### config.mk
export PLATFORM = sky130hd
export DESIGN_NAME = ascon_const_iter
export DESIGN_NICKNAME = d
export VERILOG_FILES = /design/src/rtl/ascon_pack.sv /design/src/rtl/add_constant.sv /design/src/rtl/ascon_const_iter.sv
export SDC_FILE = /design/constraint.sdc
export NUM_CORES = 1
export LEC_CHECK = 0
export CAP_MARGIN = 25
export CORE_AREA = 2 2 256 258
export CTS_CLUSTER_SIZE = 40
export DETAILED_ROUTE_END_ITERATION = 16
export DIE_AREA = 0 0 258 260
export DONT_BUFFER_PORTS = 1
export HOLD_SLACK_MARGIN = 0.02
export SYNTH_ARGS = -nofsm -noshare
export SYNTH_HDL_FRONTEND = slang
export SYNTH_SLANG_ARGS = --single-unit
export TNS_END_PERCENT = 1
### constraint.sdc
create_clock -name clock_i -period 1.7 [get_ports clock_i]
set_clock_uncertainty 0.15 [all_clocks]
set_input_delay 0.255 -clock clock_i [delete_from_list [all_inputs] [get_ports clock_i]]
set_output_delay 0.255 -clock clock_i [all_outputs]
set_load 0.1 [all_outputs]
### src/rtl/ascon_pack.sv
// Shared types and constants for the ASCON round-constant engine.
// The constant table is padded to 16 entries so a 4-bit index is always in range.
package ascon_pack;

    localparam int ROUNDS_A = 12;

    typedef logic [4:0][63:0] type_state;

    typedef enum logic [1:0] {
        FSM_IDLE,
        FSM_RUN,
        FSM_DONE
    } type_fsm;

    localparam logic [7:0] ROUND_CONSTANT [16] = '{
        8'hf0, 8'he1, 8'hd2, 8'hc3, 8'hb4, 8'ha5, 8'h96, 8'h87,
        8'h78, 8'h69, 8'h5a, 8'h4b, 8'h00, 8'h00, 8'h00, 8'h00
    };

endpackage

### src/rtl/add_constant.sv
// One ASCON constant-addition lane: XORs the round constant into word 2, byte 0.
// Purely combinational so several lanes can be chained inside one clock.
module add_constant
    import ascon_pack::*;
(
    input  type_state   state_i,
    input  logic [3:0]  round_i,
    output type_state   state_o
);

    always_comb begin
        state_o        = state_i;
        state_o[2][7:0] = state_i[2][7:0] ^ ROUND_CONSTANT[round_i];
    end

endmodule

### src/rtl/ascon_const_iter.sv
// Iterative round-constant engine: applies UNROLL constant additions per clock
// over rounds (12-Nr)..11, with a start/done handshake for the permutation controller.
module ascon_const_iter
    import ascon_pack::*;
#(
    parameter int UNROLL   = 1,
    parameter int ROUNDS_B = 6
) (
    input  logic       clock_i,
    input  logic       resetb_i,
    input  logic       start_i,
    input  logic       mode_i,
    input  logic       clear_i,
    input  type_state  state_i,
    output type_state  state_o,
    output logic [3:0] round_o,
    output logic       busy_o,
    output logic       done_o
);

    if ((ROUNDS_A % UNROLL) != 0 || (ROUNDS_B % UNROLL) != 0 ||
        (ROUNDS_B != 6 && ROUNDS_B != 8)) begin : g_bad_params
        $error("ascon_const_iter: UNROLL must divide 12 and ROUNDS_B, ROUNDS_B must be 6 or 8");
    end

    localparam logic [3:0] PB_FIRST   = 4'(ROUNDS_A - ROUNDS_B);
    localparam logic [3:0] ROUND_STEP = 4'(UNROLL);
    localparam logic [3:0] ROUND_LAST = 4'(ROUNDS_A);

    type_fsm    fsm_q, fsm_d;
    type_state  state_q, state_d;
    logic [3:0] round_q, round_d;
    logic       done_q, done_d;

    // Lane k applies constant round_q + k; the last lane output is the next state.
    type_state lane [UNROLL+1];
    assign lane[0] = state_q;

    for (genvar gi = 0; gi < UNROLL; gi++) begin : g_lane
        add_constant u_add_constant (
            .state_i (lane[gi]),
            .round_i (round_q + 4'(gi)),
            .state_o (lane[gi+1])
        );
    end

    always_ff @(posedge clock_i or negedge resetb_i) begin
        if (!resetb_i) begin
            fsm_q   <= FSM_IDLE;
            state_q <= '0;
            round_q <= '0;
            done_q  <= 1'b0;
        end else begin
            fsm_q   <= fsm_d;
            state_q <= state_d;
            round_q <= round_d;
            done_q  <= done_d;
        end
    end

    always_comb begin
        fsm_d   = fsm_q;
        state_d = state_q;
        round_d = round_q;
        done_d  = 1'b0;
        if (clear_i) begin
            fsm_d   = FSM_IDLE;
            state_d = '0;
            round_d = '0;
        end else begin
            case (fsm_q)
                FSM_IDLE, FSM_DONE: begin
                    if (start_i) begin
                        fsm_d   = FSM_RUN;
                        state_d = state_i;
                        round_d = mode_i ? 4'd0 : PB_FIRST;
                    end
                end
                FSM_RUN: begin
                    state_d = lane[UNROLL];
                    round_d = round_q + ROUND_STEP;
                    if (round_q + ROUND_STEP == ROUND_LAST) begin
                        fsm_d  = FSM_DONE;
                        done_d = 1'b1;
                    end
                end
                default: begin
                    fsm_d = FSM_IDLE;
                end
            endcase
        end
    end

    assign state_o = state_q;
    assign round_o = round_q;
    assign busy_o  = (fsm_q == FSM_RUN);
    assign done_o  = done_q;

endmodule

---- Word-level counts from Yosys, hierarchy flattened ----
Memories as Yosys holds them, arrays and structs flattened.
Cells that the tools add are included.
cells by class
  add/subtract/negate cells ............... 1
  multipliers ............................. 0
  divide/modulo/power cells ............... 0
  order comparisons ....................... 1
  equal/unequal tests ..................... 6
  shifts and indexed selects .............. 0
  muxes and demuxes ....................... 16
  bitwise logic cells ..................... 2
  reductions and logical operators ........ 8
operator list
  kind                                                                      count
  320-bit two-way mux                                                       2
  320-bit case mux with 2 select lines                                      1
  8-bit two-way mux                                                         2
  4-bit two-way mux                                                         2
  4-bit case mux with 2 select lines                                        1
  8-bit bitwise XOR                                                         1
  2-bit two-way mux                                                         3
  5-bit greater-or-equal comparator (second input constant)                 1
  4-bit inverter with 5-bit output                                          1
  4-bit by 1-bit adder with 4-bit output (second input constant)            1
  4-bit == test (second input constant)                                     1
  2-bit case mux with 2 select lines                                        1
  2-bit AND reduction                                                       2
  2-bit nonzero test                                                        2
  1-bit two-way mux                                                         3
  3-bit two-way mux                                                         1
  3-bit by 2-bit inequality test with 1-bit output (second input constant)  1
  3-bit inequality test (second input constant)                             1
  3-bit AND reduction                                                       1
  3-bit nonzero test                                                        1
  2-bit by 1-bit == test with 1-bit output (second input constant)          1
  2-bit == test (second input constant)                                     1
  2-bit logical NOT                                                         1
  2-bit inequality test (second input constant)                             1
  2-bit OR reduction                                                        1
word-level totals
  flip-flop bits (word level) ............. 327
  latch bits .............................. 0
  memory bits (writable) .................. 0
  memory bits (read-only) ................. 128
  input bits .............................. 325
  output and inout port bits .............. 326
  logic and storage cells ................. 44
  memories ................................ 1
memories
  name              words  width  rd ports  clocked after memory_dff  write ports  RTL line            source
  (name not given)  16     8      1         0                         0            add_constant.sv:13  state_o[2][7:0] = state_i[2][7:0] ^ ROUND_CONSTANT[round_i];

---- Logic depth before layout (Yosys ltp) ----
Gate-level depths: netlist of run 1.
  depth after elaboration ................. 7
  mapped depth ............................ 6
  gate-level depth less buffers ........... 5

---- Hierarchy ----
From an unflattened synthesis of run 1, not the netlist that was laid out.
second synthesis, totals
  cells, all modules ...................... 2079
  area, all modules ....................... 19834.0 µm²
by module, submodules not included
  module            instances  cells each  area each (µm²)  sequential area each (µm²)
  ascon_const_iter  1          1753        17380.4          8182.8
  add_constant      1          326         2453.6           0.0

---- Worst setup path before layout of run 1 ----
No wires, ideal clock.
  path type ............................... register -> register
  start point ............................. register round_q[0] (netlist: round_o[0])
  end point ............................... register fsm_q[1]
  setup time .............................. 0.129 ns
  arrival ................................. 1.885 ns
  required time ........................... 1.421 ns
  slack ................................... -0.464 ns
  stages on the path, launching flop included .. 6
  buffers on the path ..................... 1
  period minus slack after synthesis ...... 2.164 ns
  cell sequence ........................... dfrtp_1 -> buf_2 -> a21oi_1 -> mux2_2 -> a31oi_1 -> o21ai_0
between the ends
  longest elaborated chain between the ends .. 4
RTL lines
  what                                                               RTL line                source
  start: declaration                                                 ascon_const_iter.sv:32  logic [3:0] round_q, round_d;
  start signal: assignment                                           ascon_const_iter.sv:56  round_q <= round_d;
  4-bit by 1-bit adder with 4-bit output                             ascon_const_iter.sv:82  if (round_q + ROUND_STEP == ROUND_LAST) begin
  4-bit == test                                                      ascon_const_iter.sv:82
  3-bit by 2-bit inequality test with 1-bit output (no source line)  --
  2-bit AND reduction (no source line)                               --
  end signal: assignment                                             ascon_const_iter.sv:54  fsm_q <= fsm_d;
  end: declaration                                                   ascon_const_iter.sv:30  type_fsm fsm_q, fsm_d;
No other way between the ends.
A chain may end at the register's enable or synchronous reset.

---- Worst setup path in the final report of run 1 ----
  start point ............................. register fsm_q[0]
  end point ............................... register state_q (netlist bit state_o[42])
between the ends
  longest elaborated chain between the ends .. 4
  elaborated cells on any way between the ends .. 7
  those cells by class .................... eq/ne: 3; reduce/logical: 4
RTL lines
  what                                                       RTL line                source
  2-bit == test / 2-bit logical NOT (equally long branches)  ascon_const_iter.sv:71  case (fsm_q)
  2-bit OR reduction                                         ascon_const_iter.sv:71
  2-bit nonzero test (no source line)                        --
  3-bit AND reduction (no source line) *                     --
  end signal: assignment                                     ascon_const_iter.sv:55  state_q <= state_d;
  end: declaration                                           ascon_const_iter.sv:31  type_state state_q, state_d;
Every way passes the cells marked *; elsewhere a longest branch is shown, timed or not.

==> results of run 1 <==
-- logic make-up (layout without fill, tap and decap cells) --
logic type,count (synthesis),count (layout)
mux,1,1
compound gates,351,351
fa+ha+maj,2,2
other cells,0,4
buf+inv,81,780
flops,327,327
simple gates,32,32
-- final cells by class --
type,count,area share
Antenna cell,4,0.000492
Clock buffer,53,0.0519
Clock inverter,11,0.00474
Inverter,5,0.00111
Multi-Input combinational cell,386,0.158
Sequential cell,327,0.403
Tap cell,855,0.0526
Timing Repair Buffer,711,0.328
-- synthesized netlist by cell type, drive strengths merged --
library cell | count | area [sq um]
a31oi | 5 | 31.3
dfrtp | 327 | 8180
a22oi | 2 | 15.0
nor3 | 4 | 25.0
or3b | 1 | 8.76
a22o | 312 | 2730
mux2 | 1 | 11.3
ha | 2 | 25.0
a2bb2oi | 2 | 17.5
inv | 5 | 18.8
nand2b | 5 | 38.8
o21ai | 12 | 60.1
o22ai | 2 | 12.5
or4b | 1 | 10.0
a21o | 1 | 7.51
clkbuf | 11 | 41.3
a32oi | 3 | 26.3
o211ai | 2 | 15.0
a21oi | 10 | 53.8
nor2 | 11 | 48.8
nand4 | 1 | 6.26
nand2 | 7 | 26.3
and2b | 1 | 10.0
buf | 65 | 383
nand4b | 1 | 8.76
-- per-stage QoR --
step	instances	setup TNS, ps	hold slack (ps)
floorplan	794	-1550	-191
global placement	1944	0	-183
detailed placement	1944	-2540	-184
CTS	2332	-10160	-778
global route	2350	-12630	-767
finish	2352	-4000	-723
-- power groups by stage --
stage / Sequential [mW] / Combinational (mW) / Clock, mW
after floorplan: 12.7 / 0.928 / 0
after global placement: 8.77 / 6.19 / 0
after detailed placement: 8.79 / 6.24 / 0
after CTS: 8.67 / 6.94 / 7.90
after global routing: 8.74 / 7.36 / 8.21
final: 8.70 / 7.19 / 7.70
-- registers in the layout, indices dropped and copies added (netlist names) --
name,count
round_o,4
state_o,320
done_o,1
fsm_q,2
-- path summary, 6_finish.rpt --
kind,to,from
hold reg to reg,state_o[177],state_o[177]
hold / removal,state_o[201],resetb_i
setup reg to reg,state_o[42],fsm_q[0]
min in group clock_i,state_o[268],state_i[268]
setup / recovery,state_o[42],fsm_q[0]
max in group asynchronous,round_o[0],resetb_i
-- metal layers --
| metal | GRT usage | up-vias | part of all wire |
|---|---|---|---|
| met4 | 0.0509 | 0 | 0.037 |
| met1 | 0.136 | 5243 | 0.38 |
| met5 | 0 | - | 0 |
| met2 | 0.208 | 539 | 0.50 |
| met3 | 0.0362 | 116 | 0.080 |
| li1 | - | 4418 | - |
-- cell usage in the layout, fill, tap and decap left out, drive strengths merged, types with 3 or more instances in the layout --
master / count
clkbuf: 62
nand2b: 5
nor3: 4
diode: 4
o21ai: 12
dfrtp: 327
a22o: 312
a32oi: 3
dlygate4sd3: 322
clkinv: 6
buf: 379
nand2: 7
a21oi: 10
nor2: 11
inv: 7
a31oi: 5
-- timing repair --
item,in CTS,in global routing
buffers inserted,1,6
endpoints found under the setup margin,96,307
gates cloned,0,10
resized for setup,24,30
pin swaps,49,110
endpoints found under the hold margin,654,327
==> results_dict.tcl, run 1 <==
set metrics [dict create \
    row_count 93 \
    fin_ws_ps -93.1 \
    violations "negative hold slack, negative setup slack" \
    reg2reg_depth 5 \
    critical_path_class "register to register" \
    rsz0062_at_grt "true" \
    drive_above_1_share 0.308 \
    slowest_delay_ps 410 \
    synth-seq-area-share 0.693 \
    syn_area_per_cell_sq_um 14.9 \
    path_cells "and2b_4 > nor2_4 > buf_12 > buf_16 > a22o_1" \
    synth_top_family_by_area "compound AO/OA/AOI/OAI gates" \
    cp.depth 5 \
    power.density_nw_per_um2 1160 \
    cts_root_buf "clkbuf_16" \
    dpl_cell_area_sq_um 15400 \
    gp_congestion 0.825 \
    hold_ws_ps -723 \
    utilization 0.317 \
    die_x_um 258 \
    power.switching_mw 8.85 \
    ant_nets 0 \
    worst_pin_slew_ps 998 \
    synth.area.mux_share 0.000953 \
    arrival_ps 2100 \
    final_nets 1795 \
    cts_sinks 327 \
    crit_required_ps 2000 \
    cp_slowest_cell "dfrtp_2" \
    synth_xor_area_frac 0 \
    via_per_inst 4.39 \
    p_leak_nw 9.82 \
    first_iter_violations 712 \
    hold_class "input pin to async pin" \
    p_int_mw 14.7 \
    power.total_mw 23.6 \
    synthSimpleGateAreaFrac 0.0155 \
    n_fill_cell 6128 \
    path_max_fanout 46 \
    die_h_um 260 \
    first_pass_iters 5 \
    overflow 0 \
    grt_use_total 0.120 \
    switching_share 0.375 \
    drc 0 \
    core_area_sq_um 64100 \
    start_util 0.184 \
    cts_tree "yes" \
    drt_wl_total_um 45800 \
    post-route-min-period_ps 1790 \
    synth_fa_ha_area_frac 0.00212 \
    clockPowerShare 0.326 \
    clk_latency_ps 530 \
    fmax_mhz 558 \
    synth_compound_area_frac 0.251 \
    status "finished with violations" \
    maxSlewHeadroom 0.335 \
    routed-via-count 10300 \
    holdBufCountCts 323 \
    cts_max_level 2 \
    clkTransAtPathRegs_ps 60 \
    areaGrowthSynthToFinish_pct 72.1 \
    setup_viol 121 \
    yosysWarnings 0 \
    cts_buffers 37 \
    io_buffers 0 \
    dp_hpwl_um 28200 \
    max_cap_violations 0 \
    wl_per_cell_um 19.5 \
    synthDistinctLibCells 32 \
    die_area_sq_um 67100 \
    start_kind "register" \
    cts_buffer_depth 3 \
    final_area_sq_um 20300 \
    syn-num-nets 1121 \
    antenna_found_initial 2 \
    dpl_worst_slack_ps -58.4 \
    netlist_instances 794 \
    fin_crit_sh 1.05 \
    multi_input_area_sq_um 3220 \
    syn_area_sq_um 11800 \
    vdd_drop_max_mv 0.695 \
    cp-end-kind "register" \
    critical-path-top-delay-family "simple AND/OR/NAND/NOR gates" \
    seqPwrFrac 0.369 \
    first_global_vias 10800 \
    finalHoldViolCount 327 \
    grt_max_degree 328 \
    maxSlewViolCount 0 \
    synth_seq_cells 327 \
    cp_num_buf_inv 2 \
    grt_pass1_wl_um 63900 \
    reg2reg_slack_ps -90 \
    p_comb_frac 0.305 \
    register_area_sq_um 8200 \
    ios 651 \
]
No activity file was read; power rests on OpenSTA's default activity.
==> inputs of run 2 (changes only) <==
- PLACE_DENSITY: default -> 0.43
==> run 2 against run 1 <==
Net effect:
- the flow still finishes with violations (negative hold slack, negative setup slack)
- utilization down 0.29 points
- via count down 2.8%
- combinational power down 2%
- maximum frequency down 2.6%
- sequential share of layout area up 0.38 points
- routed wire length down 5.9%
- cell count down 0.55%
- sequential power down 0.5%
- die area unchanged
- design area down 0.93%
- critical path type is now register to output pin
- largest cell class unchanged
- highest routed layer unchanged
==> results_dict.tcl, run 2 (synthesis results as in run 1) <==
set metrics [dict create \
    status "finished with violations" \
    violations "negative hold slack, negative setup slack" \
    routed-via-count 10000 \
    die_h_um 260 \
    cp_num_buf_inv 3 \
    grt_max_degree 328 \
    start_kind "register" \
    row_count 93 \
    top_layer_used "met4" \
    drc 0 \
    maxSlewViolCount 0 \
    fin_crit_sh 1.08 \
    largest_reg_flops 320 \
    dp.cells 1946 \
    hold_ws_ps -732 \
    critical_path_class "register to output pin" \
    clk_latency_ps 530 \
    critical-path-top-delay-family "buffers and inverters" \
    die_area_sq_um 67100 \
    wl_met3_um 2720 \
    hold_class "input pin to async pin" \
    start_util 0.184 \
    setup_viol 98 \
    fmax_mhz 543 \
    wl_per_cell_um 18.4 \
    cts_tree "yes" \
    cts_sinks 327 \
    first_iter_violations 678 \
    reg2reg_slack_ps -70 \
    overflow 0 \
    final_nets 1784 \
    vdd_drop_max_mv 0.677 \
    layout_common_cells "335 x buf_4, 322 x dfrtp_1, 322 x dlygate4sd3_1, 312 x a22o_1, 39 x clkbuf_16" \
    drt-met1-wl_um 16400 \
    dpl_worst_slack_ps 16.0 \
    grt_use_total 0.121 \
    p_leak_nw 9.73 \
    core_area_sq_um 64100 \
    clkTransAtPathRegs_ps 60 \
    path_max_fanout 4 \
    cp.depth 4 \
    drive_above_1_share 0.306 \
    cts_root_buf "clkbuf_16" \
    ios 651 \
    fin_ws_ps -141 \
    die_x_um 258 \
    first_global_vias 10800 \
    maxSlewHeadroom 0.308 \
    io_buffers 0 \
    slowest_delay_ps 410 \
    r2r-start "fsm_q[0]" \
    post-route-min-period_ps 1840 \
    critPathCapture "busy_o" \
    areaGrowthSynthToFinish_pct 70.5 \
    insertedDiodeCount 0 \
    first_pass_iters 4 \
    layout_commonest_cell "buf_4" \
    ant_nets 0 \
    reg2reg_depth 9 \
    cp_slowest_cell "dfrtp_1" \
    cts_buffers 38 \
    worst_pin_slew_ps 1040 \
    max_cap_violations 0 \
    arrival_ps 1440 \
    gp_congestion 0.835 \
    via_per_inst 4.29 \
    holdBufCountCts 323 \
    drt_wl_total_um 43000 \
    cp-end-kind "output pin" \
    grt_pass1_wl_um 64700 \
    rsz0062_at_grt "true" \
    path_cells "buf_6 > nand2b_4 > clkinvlp_4 > buf_12" \
    met2_length_um 22600 \
    crit-reg2reg-capture "state_o[134]" \
    instances_no_fill 2339 \
    antenna_found_initial 0 \
    crit_required_ps 1290 \
    cts_buffer_depth 3 \
    cts_max_level 2 \
    finalHoldViolCount 327 \
    critPathLaunch "fsm_q[0]" \
    dp_hpwl_um 28300 \
    power.density_nw_per_um2 1180 \
]
## run 2: cell types whose count changed in the layout (fill, tap and decap cells not counted), sizes merged
cell | before | now
buf | 379 | 376
clkinv | 6 | 9
bufinv | 1 | 2
diode | 4 | 0
clkinvlp | 2 | 3
inv | 7 | 6
clkbuf | 62 | 52
## run 2: cell type report
cell class              instances  area, sq um
fillers                      6306        44000
flip-flops and latches        327         8200
repair buffers                699         6400
multi-input cells             386         3220
clock buffers                  52         1090
well taps                     855         1070
clock inverters                15          141
inverters                       5         22.5
## run 2: per-layer routing
layer	GRT usage	vias up
met4	0.0456	0
li1	-	4387
met5	0	-
met3	0.0302	85
met1	0.139	5121
met2	0.215	431
## run 2: how the worst min path moves through the flow
stage                        end  slack, ps  depth (start not counted)
floorplan                 done_o       -190                          0
global placement    state_o[283]       -180                          0
detailed placement  state_o[303]       -180                          0
CTS                 state_o[303]       -790                          0
global route        state_o[303]       -790                          0
finish              state_o[303]       -730                          0
## run 2: where the power goes
part	leakage, nW	switching [mW]	internal [mW]
logic	4.73	5.20	1.84
clock network	0.611	3.28	4.82
registers	4.39	0.335	8.33
## run 2: per-stage QoR
stage | power (mW) | hold slack [ps] | util | cell area [sq um] | setup TNS (ps)
floorplan | 13.6 | -191 | - | 11800 | -1550
global placement | 15.0 | -183 | 0.241 | 15500 | 0
detailed placement | 15.1 | -184 | 0.241 | 15500 | 0
CTS | 24.0 | -787 | 0.313 | 20000 | -4360
global route | 24.7 | -785 | 0.314 | 20200 | -8190
finish | 23.8 | -732 | 0.314 | 20200 | -3080
## run 2: what timing repair did
| item | CTS | global route |
|---|---|---|
| gates resized for setup | 30 | 19 |
| endpoints found under the hold margin | 654 | 327 |
| pin swaps | 1 | 28 |
| setup endpoints to repair | 12 | 322 |
| setup buffers | 3 | 3 |
## run 2: worst reg2reg max path, stage by stage (launching register included)
cell,delay (ps)
dfrtp_1,410
buf_6,140
nand2b_4,70
clkinvlp_4,110
buf_4,150
buf_6,110
nor3_4,210
buf_4,150
a21oi_2,30
o22ai_1,140
==> inputs of run 3 (changes only) <==
- CAP_MARGIN: 25 -> 20
- GPL_TIMING_DRIVEN: default -> 0
==> run 3 against run 2 <==
Net effect:
- the run still ends with negative hold slack, negative setup slack left
- critical path depth is 2 lower
- maximum frequency is 5.4% lower
- clock power is 2% lower
- design area is 10% lower
- die area stayed put
- power is 4.0% lower
- via count is 9.6% lower
- combinational power is 71% lower
- setup slack worse by 100 ps
==> results_dict.tcl, run 3 (synthesis results as in run 1) <==
set metrics [dict create \
    start_kind "register" \
    overflow 0 \
    first_global_vias 9995 \
    clk_latency_ps 530 \
    routed-via-count 9061 \
    antenna_found_initial 0 \
    grt_use_met2 0.214 \
    reg2reg_depth 6 \
    rsz0062_at_grt "true" \
    ios 651 \
    grt_pass1_wl_um 63100 \
    fin_ws_ps -245 \
    cts_root_buf "clkbuf_16" \
    largest_reg_flops 320 \
    cts_tree "yes" \
    grtUsageMet1 0.137 \
    layout_commonest_cell "dlygate4sd3_1" \
    drt_wl_total_um 43800 \
    io_buffers 0 \
    fmax_mhz 514 \
    die_x_um 258 \
    grt_max_degree 328 \
    grt_use_total 0.121 \
    drc 0 \
    cts_buffers 37 \
    cp_num_buf_inv 1 \
    holdBufCountCts 323 \
    drive_above_1_share 0.401 \
    violations "negative hold slack, negative setup slack" \
    path_cells "nand2b_4 > clkinvlp_4" \
    max_cap_violations 0 \
    post-route-min-period_ps 1950 \
    top_usage_layer "met2" \
    wl_per_cell_um 21.4 \
    cp-end-kind "output pin" \
    die_h_um 260 \
    cts_max_level 2 \
    vdd_drop_max_mv 0.601 \
    die_area_sq_um 67100 \
    dpl_cell_area_sq_um 12900 \
    status "finished with violations" \
    first_iter_violations 631 \
    r2r-start "fsm_q[0]" \
    cp_slowest_cell "clkinvlp_4" \
    setup_viol 193 \
    finalHoldViolCount 327 \
    hold_ws_ps -730 \
    layout_common_cells "323 x dlygate4sd3_1, 312 x a22o_1, 310 x dfrtp_2, 45 x buf_4, 39 x clkbuf_16" \
    critPathCapture "busy_o" \
    start_util 0.184 \
    crit-reg2reg-capture "state_o[134]" \
    reg2reg_slack_ps -210 \
    critPathLaunch "fsm_q[0]" \
    maxSlewHeadroom 0.000990 \
    fin_crit_sh 1.14 \
    gp_congestion 0.796 \
    areaGrowthSynthToFinish_pct 53.0 \
    cts_sinks 327 \
    power.total_mw 22.9 \
    utilization 0.282 \
    p_leak_nw 7.57 \
    crit_required_ps 1290 \
    dp_hpwl_um 29700 \
    arrival_ps 1540 \
    final_nets 1488 \
    path_max_fanout 5 \
    cp.depth 2 \
    first_pass_iters 5 \
    power.density_nw_per_um2 1260 \
    final_area_sq_um 18100 \
    clkTransAtPathRegs_ps 60 \
    critical-path-top-delay-family "buffers and inverters" \
    hold_class "input pin to async pin" \
    dp.cells 1649 \
    ant_nets 0 \
    maxSlewViolCount 0 \
    grt_use_met3 0.0346 \
    critical_path_class "register to output pin" \
    cts_buffer_depth 3 \
    slowest_delay_ps 460 \
    instances_no_fill 2045 \
    core_area_sq_um 64100 \
    via_per_inst 4.43 \
    worst_pin_slew_ps 1500 \
    row_count 93 \
]
## run 3: how the worst min path moves through the flow
stage | to | cells past startpoint
after floorplan | done_o | 0
after global placement | state_o[297] | 0
after detailed placement | state_o[303] | 0
after CTS | state_o[195] | 0
after global routing | state_o[195] | 0
final | state_o[290] | 0
## run 3: report_power, final
part           leakage, nW  internal [mW]  total [mW]  switching, mW
sequential            3.90           8.37        12.9           4.55
combinational         3.08           1.13        2.01          0.882
clock                0.587           4.70        7.93           3.24
total                 7.57           14.2        22.9           8.67
## run 3: metrics by stage
step | setup TNS (ps) | setup slack [ps]
4_1_cts | -38910 | -306
6_report | -8000 | -245
2_1_floorplan | -1550 | -152
5_1_grt | -39860 | -314
3_5_place_dp | -95440 | -538
3_3_place_gp | -89780 | -497
## run 3: area by class of cell
class | count | area [sq um]
timing repair buffer | 328 | 3270
clock inverter | 13 | 128
buffer | 76 | 634
tap | 855 | 1070
clock buffer | 54 | 1070
antenna | 1 | 2.50
fill | 6447 | 46000
inverter | 5 | 22.5
multi-input combinational | 386 | 3250
sequential | 327 | 8630
## run 3: layer usage
layer  part of all wire  vias up
met5                  0        -
met4              0.034        0
met1               0.38     4692
li1                   -     3807
met3              0.074       98
met2               0.51      464
## run 3: worst register-to-register path: stages (launching register included)
cell,delay [ps]
dfrtp_2,440
nand2b_4,100
clkinvlp_4,460
nor3_4,350
buf_4,160
a21oi_1,40
o22ai_1,120
## run 3: repair_timing
item	in CTS	in global routing
resized for setup	403	36
buffers inserted	4	1
endpoints found under the hold margin	652	327
pin swaps	6	3
endpoints found under the setup margin	645	326
